## config.mk

```make
export PLATFORM = sky130hd
export DESIGN_NAME = sda_cmd_tx
export DESIGN_NICKNAME = d
export VERILOG_FILES = /design/src/rtl/sda_cmd_tx_pkg.sv /design/src/rtl/sda_cmd_tx_cmd_queue.sv /design/src/rtl/sda_cmd_tx.sv
export SDC_FILE = /design/constraint.sdc
export NUM_CORES = 1
export LEC_CHECK = 0
export ABC_AREA = 0
export CELL_PAD_IN_SITES_DETAIL_PLACEMENT = 1
export CELL_PAD_IN_SITES_GLOBAL_PLACEMENT = 2
export CORE_MARGIN = 2
export CORE_UTILIZATION = 44
export CTS_CLUSTER_SIZE = 14
export DETAILED_ROUTE_END_ITERATION = 12
export PLACE_DENSITY = 0.86
export REMOVE_ABC_BUFFERS = 1
export SLEW_MARGIN = 20
export SYNTH_ARGS = -nofsm -noshare
export SYNTH_HDL_FRONTEND = slang
export SYNTH_SLANG_ARGS = --single-unit
```

## constraint.sdc

```tcl
create_clock -name MCI -period 3.4 [get_ports MCI]
set_clock_uncertainty 0.15 [all_clocks]
set_input_delay 0.68 -clock MCI [delete_from_list [all_inputs] [get_ports MCI]]
set_output_delay 0.68 -clock MCI [all_outputs]
set_load 0.02 [all_outputs]
```

## src/rtl/sda_cmd_tx_pkg.sv

```systemverilog
// sda_cmd_tx_pkg
// Shared definitions for the SCK/SDA command transmitter: frame and field
// widths, counter widths and the transmit FSM state encoding.
package sda_cmd_tx_pkg;

    localparam int FRAME_W   = 24;
    localparam int CMD_W     = 8;
    localparam int DATA_W    = 16;
    localparam int CNT_W     = 8;
    localparam int BIT_CNT_W = 5;

    typedef enum logic [2:0] {
        ST_IDLE,
        ST_LOAD,
        ST_LOW,
        ST_HIGH,
        ST_GAP
    } txState_e;

endpackage

```

## src/rtl/sda_cmd_tx_cmd_queue.sv

```systemverilog
// cmd_queue
// Synchronous FIFO holding pending {command, data} frames for the
// transmitter. Pointers carry one extra wrap bit so full and empty can be
// told apart when the index bits match.
//
// Ports:
//   MCI        main clock, rising edge
//   ClrW       asynchronous active-high reset, empties the queue
//   wrEn_i     push wrData_i (ignored while full_o)
//   wrData_i   entry to store
//   rdEn_i     pop the head entry (ignored while empty_o)
//   rdData_o   current head entry
//   full_o     DEPTH entries held
//   empty_o    no entries held
module cmd_queue
    import sda_cmd_tx_pkg::*;
#(
    parameter int DEPTH = 4,
    parameter int WIDTH = FRAME_W
) (
    input  logic             MCI,
    input  logic             ClrW,
    input  logic             wrEn_i,
    input  logic [WIDTH-1:0] wrData_i,
    input  logic             rdEn_i,
    output logic [WIDTH-1:0] rdData_o,
    output logic             full_o,
    output logic             empty_o
);

    localparam int AW = $clog2(DEPTH);

    logic [WIDTH-1:0] mem [DEPTH];
    logic [AW:0]      wrPtr_q, wrPtr_d;
    logic [AW:0]      rdPtr_q, rdPtr_d;
    logic             push;
    logic             pop;

    // Full is judged on the registered pointers, so a write arriving while
    // full is dropped even if a pop happens on the same edge.
    assign full_o  = (wrPtr_q[AW] != rdPtr_q[AW]) && (wrPtr_q[AW-1:0] == rdPtr_q[AW-1:0]);
    assign empty_o = (wrPtr_q == rdPtr_q);
    assign push    = wrEn_i && !full_o;
    assign pop     = rdEn_i && !empty_o;

    assign rdData_o = mem[rdPtr_q[AW-1:0]];

    always_comb begin
        wrPtr_d = wrPtr_q;
        rdPtr_d = rdPtr_q;
        if (push) begin
            wrPtr_d = wrPtr_q + 1'b1;
        end
        if (pop) begin
            rdPtr_d = rdPtr_q + 1'b1;
        end
    end

    always_ff @(posedge MCI or posedge ClrW) begin
        if (ClrW) begin
            wrPtr_q <= '0;
            rdPtr_q <= '0;
        end else begin
            wrPtr_q <= wrPtr_d;
            rdPtr_q <= rdPtr_d;
        end
    end

    // Storage needs no reset; the pointers define which entries are live.
    always_ff @(posedge MCI) begin
        if (push) begin
            mem[wrPtr_q[AW-1:0]] <= wrData_i;
        end
    end

endmodule

```

## src/rtl/sda_cmd_tx.sv

```systemverilog
// sda_cmd_tx
// Serial command transmitter. Parallel (Cmd, Data) writes are queued and each
// is sent as a 24-bit MSB-first frame on SCK/SDA, with SCK half-period of
// CLK_DIV MCI cycles and GAP_CYC idle cycles after every frame.
//
// Ports:
//   MCI    main clock, rising edge
//   ClrW   asynchronous active-high reset, aborts any frame in flight
//   Wr     write strobe, pushes {Cmd, Data} when Full is low
//   Cmd    register select, frame bits 23:16
//   Data   register value, frame bits 15:0
//   Full   queue holds DEPTH entries
//   Busy   frame in progress (shift or gap)
//   Done   one-cycle pulse in the last gap cycle of each frame
//   SCK    serial clock, idle low
//   SDA    serial data, changes only while SCK is low
module sda_cmd_tx
    import sda_cmd_tx_pkg::*;
#(
    parameter int CLK_DIV = 4,
    parameter int GAP_CYC = 8,
    parameter int DEPTH   = 4
) (
    input  logic              MCI,
    input  logic              ClrW,
    input  logic              Wr,
    input  logic [CMD_W-1:0]  Cmd,
    input  logic [DATA_W-1:0] Data,
    output logic              Full,
    output logic              Busy,
    output logic              Done,
    output logic              SCK,
    output logic              SDA
);

    localparam logic [CNT_W-1:0] DIV_LAST = CNT_W'(CLK_DIV - 1);
    localparam logic [CNT_W-1:0] GAP_LAST = CNT_W'(GAP_CYC - 1);

    txState_e               state_q, state_d;
    logic [CNT_W-1:0]       divCnt_q, divCnt_d;
    logic [BIT_CNT_W-1:0]   bitCnt_q, bitCnt_d;
    logic [FRAME_W-1:0]     shift_q, shift_d;
    logic                   sck_q, sck_d;
    logic                   sda_q, sda_d;
    logic                   busy_q, busy_d;
    logic                   done_q, done_d;

    logic                   pop;
    logic                   qEmpty;
    logic                   qFull;
    logic [FRAME_W-1:0]     qHead;

    cmd_queue #(
        .DEPTH (DEPTH),
        .WIDTH (FRAME_W)
    ) u_queue (
        .MCI      (MCI),
        .ClrW     (ClrW),
        .wrEn_i   (Wr),
        .wrData_i ({Cmd, Data}),
        .rdEn_i   (pop),
        .rdData_o (qHead),
        .full_o   (qFull),
        .empty_o  (qEmpty)
    );

    // One divider counter serves both SCK half-periods and the inter-frame
    // gap; it is cleared on every state change so each phase starts at zero.
    // The shift register's MSB is always the bit on SDA, so the next bit to
    // present is shift_q[FRAME_W-2].
    always_comb begin
        state_d  = state_q;
        divCnt_d = divCnt_q;
        bitCnt_d = bitCnt_q;
        shift_d  = shift_q;
        sck_d    = sck_q;
        sda_d    = sda_q;
        busy_d   = busy_q;
        pop      = 1'b0;

        unique case (state_q)
            ST_IDLE: begin
                if (!qEmpty) begin
                    state_d = ST_LOAD;
                end
            end

            ST_LOAD: begin
                pop      = 1'b1;
                shift_d  = qHead;
                bitCnt_d = BIT_CNT_W'(FRAME_W - 1);
                sda_d    = qHead[FRAME_W-1];
                sck_d    = 1'b0;
                busy_d   = 1'b1;
                divCnt_d = '0;
                state_d  = ST_LOW;
            end

            ST_LOW: begin
                if (divCnt_q == DIV_LAST) begin
                    divCnt_d = '0;
                    sck_d    = 1'b1;
                    state_d  = ST_HIGH;
                end else begin
                    divCnt_d = divCnt_q + 1'b1;
                end
            end

            ST_HIGH: begin
                if (divCnt_q == DIV_LAST) begin
                    divCnt_d = '0;
                    sck_d    = 1'b0;
                    if (bitCnt_q == '0) begin
                        sda_d   = 1'b0;
                        state_d = ST_GAP;
                    end else begin
                        shift_d  = {shift_q[FRAME_W-2:0], 1'b0};
                        sda_d    = shift_q[FRAME_W-2];
                        bitCnt_d = bitCnt_q - 1'b1;
                        state_d  = ST_LOW;
                    end
                end else begin
                    divCnt_d = divCnt_q + 1'b1;
                end
            end

            ST_GAP: begin
                if (divCnt_q == GAP_LAST) begin
                    divCnt_d = '0;
                    if (!qEmpty) begin
                        state_d = ST_LOAD;
                    end else begin
                        busy_d  = 1'b0;
                        state_d = ST_IDLE;
                    end
                end else begin
                    divCnt_d = divCnt_q + 1'b1;
                end
            end

            default: begin
                state_d = ST_IDLE;
            end
        endcase

        // Done is registered, so it is raised on the edge that begins the
        // final gap cycle; with a one-cycle gap that is the entry edge.
        done_d = (state_d == ST_GAP) && (divCnt_d == GAP_LAST);
    end

    always_ff @(posedge MCI or posedge ClrW) begin
        if (ClrW) begin
            state_q  <= ST_IDLE;
            divCnt_q <= '0;
            bitCnt_q <= '0;
            shift_q  <= '0;
            sck_q    <= 1'b0;
            sda_q    <= 1'b0;
            busy_q   <= 1'b0;
            done_q   <= 1'b0;
        end else begin
            state_q  <= state_d;
            divCnt_q <= divCnt_d;
            bitCnt_q <= bitCnt_d;
            shift_q  <= shift_d;
            sck_q    <= sck_d;
            sda_q    <= sda_d;
            busy_q   <= busy_d;
            done_q   <= done_d;
        end
    end

    assign Full = qFull;
    assign Busy = busy_q;
    assign Done = done_q;
    assign SCK  = sck_q;
    assign SDA  = sda_q;

endmodule

```

=== Yosys cells after proc, flatten, opt, wreduce, memory -nomap -nowiden ===
Memory sizes are Yosys's and may differ from the RTL's.
Cells that the tools add are included.

* Bits in registers: 49
* Memory bits (writable): 96
* Input bits: 27
* Output and inout port bits: 5
* Word-level logic and storage cells: 75
* Memories kept: 1

* $add $sub $neg: 4
* Eq/ne operators: 16
* Multiplexer cells: 28
* Reduce and logical (&&, ||, !) cells: 16

{| class="wikitable"
|+ Memories
! memory !! words !! bits a word !! read ports !! clocked after memory_dff !! write ports !! RTL line !! source
|-
| u_queue.mem || 4 || 24 || 1 || 0 || 1 || sda_cmd_tx_cmd_queue.sv:33 || <nowiki>logic [WIDTH-1:0] mem [DEPTH];</nowiki>
|}

{| class="wikitable"
|+ Operator list
! operator !! count
|-
| 23-bit 2-to-1 mux || 2
|-
| 23-bit case mux with 2 select lines || 1
|-
| 8-bit case mux with 3 select lines || 1
|-
| 8-bit by 3-bit equality test with 1-bit output, second input constant || 2
|-
| 8-bit 2-to-1 mux || 2
|-
| 3-bit 2-to-1 mux || 5
|-
| 3-bit case mux with 5 select lines || 1
|-
| 1-bit 2-to-1 mux || 10
|-
| 5-bit 2-to-1 mux || 2
|-
| 2-bit != test, second input constant || 5
|-
| 5-bit case mux with 2 select lines || 1
|-
| 3-bit AND reduction || 3
|-
| 8-bit by 1-bit adder with 8-bit output, second input constant || 1
|-
| 8-bit by 2-bit equality test with 1-bit output, second input constant || 1
|-
| 3-bit by 1-bit adder with 3-bit output, second input constant || 2
|-
| 3-bit by 2-bit equality test with 1-bit output, second input constant || 2
|-
| 3-bit equality test, second input constant || 2
|-
| 5-bit zero test || 1
|-
| 5-bit by 1-bit subtractor with 5-bit output, second input constant || 1
|-
| 1-bit logical AND || 4
|-
| 1-bit case mux with 2 select lines || 2
|-
| 2-bit nonzero test || 2
|-
| 3-bit by 1-bit equality test with 1-bit output, second input constant || 1
|-
| 3-bit equality test || 1
|-
| 8 further kinds || 9
|}

=== Longest topological paths before layout ===
* Depth in word-level cells: 6
* Depth in mapped cells: 9
* Gate-level depth less buffers: 7

=== Hierarchy ===
Synthesis repeated with hierarchy kept, for this count alone.

* Cell total of the unflattened synthesis: 414
* Area, all modules: 6274.8 um^2

{| class="wikitable"
|+ Modules (own cells, without submodules)
! module !! times used !! cells an instance !! area each (um^2) !! seq. area each (um^2)
|-
| cmd_queue || 1 || 175 || 3981.3 || 3032.9
|-
| sda_cmd_tx || 1 || 239 || 2293.4 || 1076.0
|}

=== Worst setup path before layout ===
No wires, ideal clock.

* Path kind: reg-to-reg
* Start point: register u_queue.rdPtr_q[1]
* End point: memory u_queue.mem[3][0] (netlist bit), enable pin
* Library setup time: 0.384 ns
* Data arrival time: 1.989 ns
* Required time: 2.866 ns
* Slack: 0.877 ns
* Stages on the path, launching flop included: 6
* Path buffers: 1
* Clock period less this slack: 2.523 ns
* Cell sequence: dfrtp_1 clkbuf_1 xnor2_1 and3b_1 nor2b_1 and2_1

* Longest elaborated chain between the ends: 6

{| class="wikitable"
|+ RTL lines
! what !! RTL line !! source
|-
| from (decl) || sda_cmd_tx_cmd_queue.sv:35 || <nowiki>logic [AW:0] rdPtr_q, rdPtr_d;</nowiki>
|-
| from (signal assigned) || sda_cmd_tx_cmd_queue.sv:65 || <nowiki>rdPtr_q <= rdPtr_d;</nowiki>
|-
| 2-bit equality test || sda_cmd_tx_cmd_queue.sv:41 || <nowiki>assign full_o = (wrPtr_q[AW] != rdPtr_q[AW]) && (wrPtr_q[AW-1:0] == rdPtr_q[AW-1:0]);</nowiki>
|-
| 1-bit logical AND || sda_cmd_tx_cmd_queue.sv:41 ||
|-
| net Full || sda_cmd_tx.sv:29 || <nowiki>output logic Full,</nowiki>
|-
| 1-bit zero test || sda_cmd_tx_cmd_queue.sv:43 || <nowiki>assign push = wrEn_i && !full_o;</nowiki>
|-
| 1-bit logical AND || sda_cmd_tx_cmd_queue.sv:43 ||
|-
| 1-bit 2-to-1 mux || sda_cmd_tx_cmd_queue.sv:71 || <nowiki>if (push) begin</nowiki>
|-
| 1-bit 2-to-1 mux (not written as such) || sda_cmd_tx_cmd_queue.sv:72 || <nowiki>mem[wrPtr_q[AW-1:0]] <= wrData_i;</nowiki>
|-
| to (decl) || sda_cmd_tx_cmd_queue.sv:33 ||
|}

The timed path passes the listed nets, and every way through them passes these cells.

=== Worst setup path in the final report ===
* Start point: register divCnt_q[0]
* End point: register shift_q[8]

* Longest elaborated chain between the ends: 3

{| class="wikitable"
|+ RTL lines
! what !! RTL line !! source
|-
| from (decl) || sda_cmd_tx.sv:40 || <nowiki>logic [CNT_W-1:0] divCnt_q, divCnt_d;</nowiki>
|-
| from (signal assigned) || sda_cmd_tx.sv:163 || <nowiki>divCnt_q <= divCnt_d;</nowiki>
|-
| 8-bit by 2-bit equality test with 1-bit output || sda_cmd_tx.sv:110 || <nowiki>if (divCnt_q == DIV_LAST) begin</nowiki>
|-
| 2-bit != test (no source line) || - ||
|-
| 3-bit AND reduction (no source line) || - ||
|-
| to (signal assigned) || sda_cmd_tx.sv:165 || <nowiki>shift_q <= shift_d;</nowiki>
|-
| to (decl) || sda_cmd_tx.sv:42 || <nowiki>logic [FRAME_W-1:0] shift_q, shift_d;</nowiki>
|}

Every way passes these cells.
A chain may end at the register's enable or synchronous reset.

==> results.cfg <==
[yosys]
yosys.area_share.adder = 0.0160
async_flop_share = 0.338
synth_area_um2 = 6270
yosysWarnings = 0
synth-compound-area-share = 0.0607
seq_area_frac_synth = 0.655
synth_xor_area_frac = 0.0209
synth_edf_count = 96
ys_seq_elements = 145
synthSimpleGateAreaFrac = 0.0890
syn_area_per_cell_um2 = 15.1
synthMuxAreaShare = 0.128
synth_cells = 415
ys.flop_type = edfxtp_1
synth_top_family_by_area = multiplexers
ys_types = 55

[sta]
tns_ps = 0
finalMaxSlewViolations = 0
worst_pin_slew_ps = 598
rsz0062_at_grt = no
clock.fmax_ghz = 0.351
slew-limit-headroom = 0.602
post-route-period-util = 0.838
setup_viol = 0
holdWs_ps = 350
final-hold-violation-count = 0
min_period_ps = 2850

[clock_network]
clock_latency_ps = 420
clockRootBuffer = clkbuf_16
post-cts-setup-buffers = 0
holdBufCountCts = 0
htreeDepth = 4
cts_buffers = 17
cts.repair.resized = 0
cts_tree = built
clk_pin_slew_ps = 60
clock_sinks = 145
clk_path_buf_depth = 2

[route]
drc = 0
drt-pass1-iter-count = 4
viasPerCell = 5.49
wl_mm = 12.5
num_vias = 3540
drt_iter0_markers = 176
routedWlPerCell_um = 19.4
ant_nets = 0

[global_routing]
grt_max_degree = 36
antenna_found_initial = 0
gr-total-overflow = 0
track_usage = 0.179
grt_pass1_vias = 3814
grt_pass1_wl_mm = 20.0

[floorplan]
ios = 32
die-area_um2 = 15200
core_area_um2 = 13900
fp-row-count = 43
start_util = 0.452
die_w_um = 123
die_h_um = 123

[worst_hold_path]
hold_path.class = flip-flop to flip-flop

[critical_path]
cp.required_ps = 3580
cp_cell_sequence = ha_1 -> or4b_4 -> o31ai_2 -> and2_1 -> buf_12 -> nor2_1 -> a21oi_1
max_stage_delay_ps = 540
critPathCaptureType = flip-flop
crit_arrival_ps = 3030
crit_path_max_fanout = 35
worstSetupPathType = flip-flop to flip-flop
cpMaxStageDelayCell = and2_1
crit_path_start_kind = flip-flop

[cells_and_area]
synthToLayoutAreaGrowth_pct = 16.9
final_cells = 645
drive_gt1_frac = 0.181
nNetsFinal = 487
n_antenna_cell = 0
utilization = 0.528

[status]
status = finished clean

[flow_run]
cap_violations = 0

[pwr]
vdd_ir_drop_max_v = 0.000404
p_leak_nw = 2.67
power_density_nw_per_um2 = 833

[placement]
placement.io_buffers = 31
dp.cells = 613
gp_congestion = 0.751
dpl.hpwl_mm = 7.81
per-stage QoR:
| step | worst slack (ps) | cell area (µm²) | total power, W |
|---|---|---|---|
| finish | 550 | 7330 | 0.00611 |
| global route | 353 | 7330 | 0.00644 |
| CTS | 543 | 7330 | 0.00618 |
| detailed placement | 597 | 6750 | 0.00433 |
| global placement | 744 | 6750 | 0.00423 |
| floorplan | 137 | 6120 | 0.00377 |
registers in the layout, indices dropped and copies added (netlist names):
register         cells
shift_q             23
state_q              3
u_queue.wrPtr_q      3
u_queue.mem         96
divCnt_q             8
SCK                  1
bitCnt_q             5
SDA                  1
Busy                 1
u_queue.rdPtr_q      3
Done                 1
placed cells by master, fill, tap and decap left out, types with 5 or more instances in the layout:
cell	instances
edfxtp_1	96
dfrtp_1	48
nor2_1	39
clkdlybuf4s50_1	31
a21oi_1	29
mux2i_1	25
mux4_2	24
nand2_1	17
clkbuf_16	17
buf_4	10
inv_1	9
o21ai_0	9
xnor2_1	8
ha_1	8
xor2_1	7
and2_1	6
nand3_1	5
nor3_1	5
layer usage:
metal  vias to the layer above  track usage  routed length, µm
met3                        13       0.0484                407
met2                        49        0.299               6360
met1                      1827        0.226               5600
li1                       1651            -                  -
met4                         0       0.0611                150
met5                         -            0                  0
path summary, 6_finish.rpt:
path | startpoint | end | slack, ps | cells after the start
min in group asynchronous | ClrW | bitCnt_q[2] | 470 | 2
setup / recovery | divCnt_q[0] | shift_q[8] | 550 | 7
max in group asynchronous | ClrW | shift_q[15] | 2040 | 3
hold / removal | u_queue.wrPtr_q[2] | u_queue.wrPtr_q[2] | 350 | 1
hold reg to reg | u_queue.wrPtr_q[2] | u_queue.wrPtr_q[2] | 350 | 1
setup reg to reg | divCnt_q[0] | shift_q[8] | 550 | 7
layout make-up:
cell class / count / area, µm²
Clock buffer: 20 / 447
Clock inverter: 12 / 133
Fill cell: 1333 / 6550
Inverter: 10 / 37.5
Multi-Input combinational cell: 236 / 1970
Sequential cell: 145 / 4110
Tap cell: 180 / 225
Timing Repair Buffer: 42 / 405
logic make-up (layout without fill, tap and decap cells):
kind of cell | after synthesis | in the layout
multiplexers | 50 | 50
AND/OR/NAND/NOR | 103 | 103
buffers and inverters | 34 | 84
adder cells (fa/ha/maj) | 8 | 8
flip-flops | 145 | 145
XOR/XNOR | 15 | 15
AO/OA/AOI/OAI | 60 | 60
where the power goes:
| part | switching, W | leakage (nW) | total [W] | internal (W) |
|---|---|---|---|---|
| Sequential | 0.000237 | 1.44 | 0.00260 | 0.00236 |
| Combinational | 0.000945 | 0.947 | 0.00170 | 0.000753 |
| Clock | 0.000708 | 0.277 | 0.00181 | 0.00110 |
critical path, delay by kind of cell, from the launching register on:
kind	cells	cell delay, ps
AO/OA/AOI/OAI	2	430
adder cells (fa/ha/maj)	1	290
buffers and inverters	1	260
flip-flops	1	500
AND/OR/NAND/NOR	3	1130
synth_stat cells (all sizes together), types with 2 or more instances:
cell type / n / share of area
edfxtp: 96 / 0.46
dfrtp: 49 / 0.20
nor2: 39 / 0.023
a21oi: 29 / 0.023
mux2i: 25 / 0.040
mux4: 24 / 0.086
nand2: 17 / 0.010
buf: 12 / 0.012
clkbuf: 12 / 0.012
inv: 10 / 0.0060
o21ai: 9 / 0.0072
ha: 8 / 0.016
xnor2: 8 / 0.011
and2: 7 / 0.0072
nor3: 7 / 0.0072
xor2: 7 / 0.0098
and3: 6 / 0.0064
nand3: 5 / 0.0040
nor4b: 5 / 0.0080
nand4: 4 / 0.0040
a31oi: 3 / 0.0030
nor2b: 3 / 0.0042
a311oi: 2 / 0.0028
nor3b: 2 / 0.0024
o21a: 2 / 0.0024
o31ai: 2 / 0.0032
or3: 2 / 0.0024
or4: 2 / 0.0036
No activity file was read; power rests on OpenSTA's default activity.
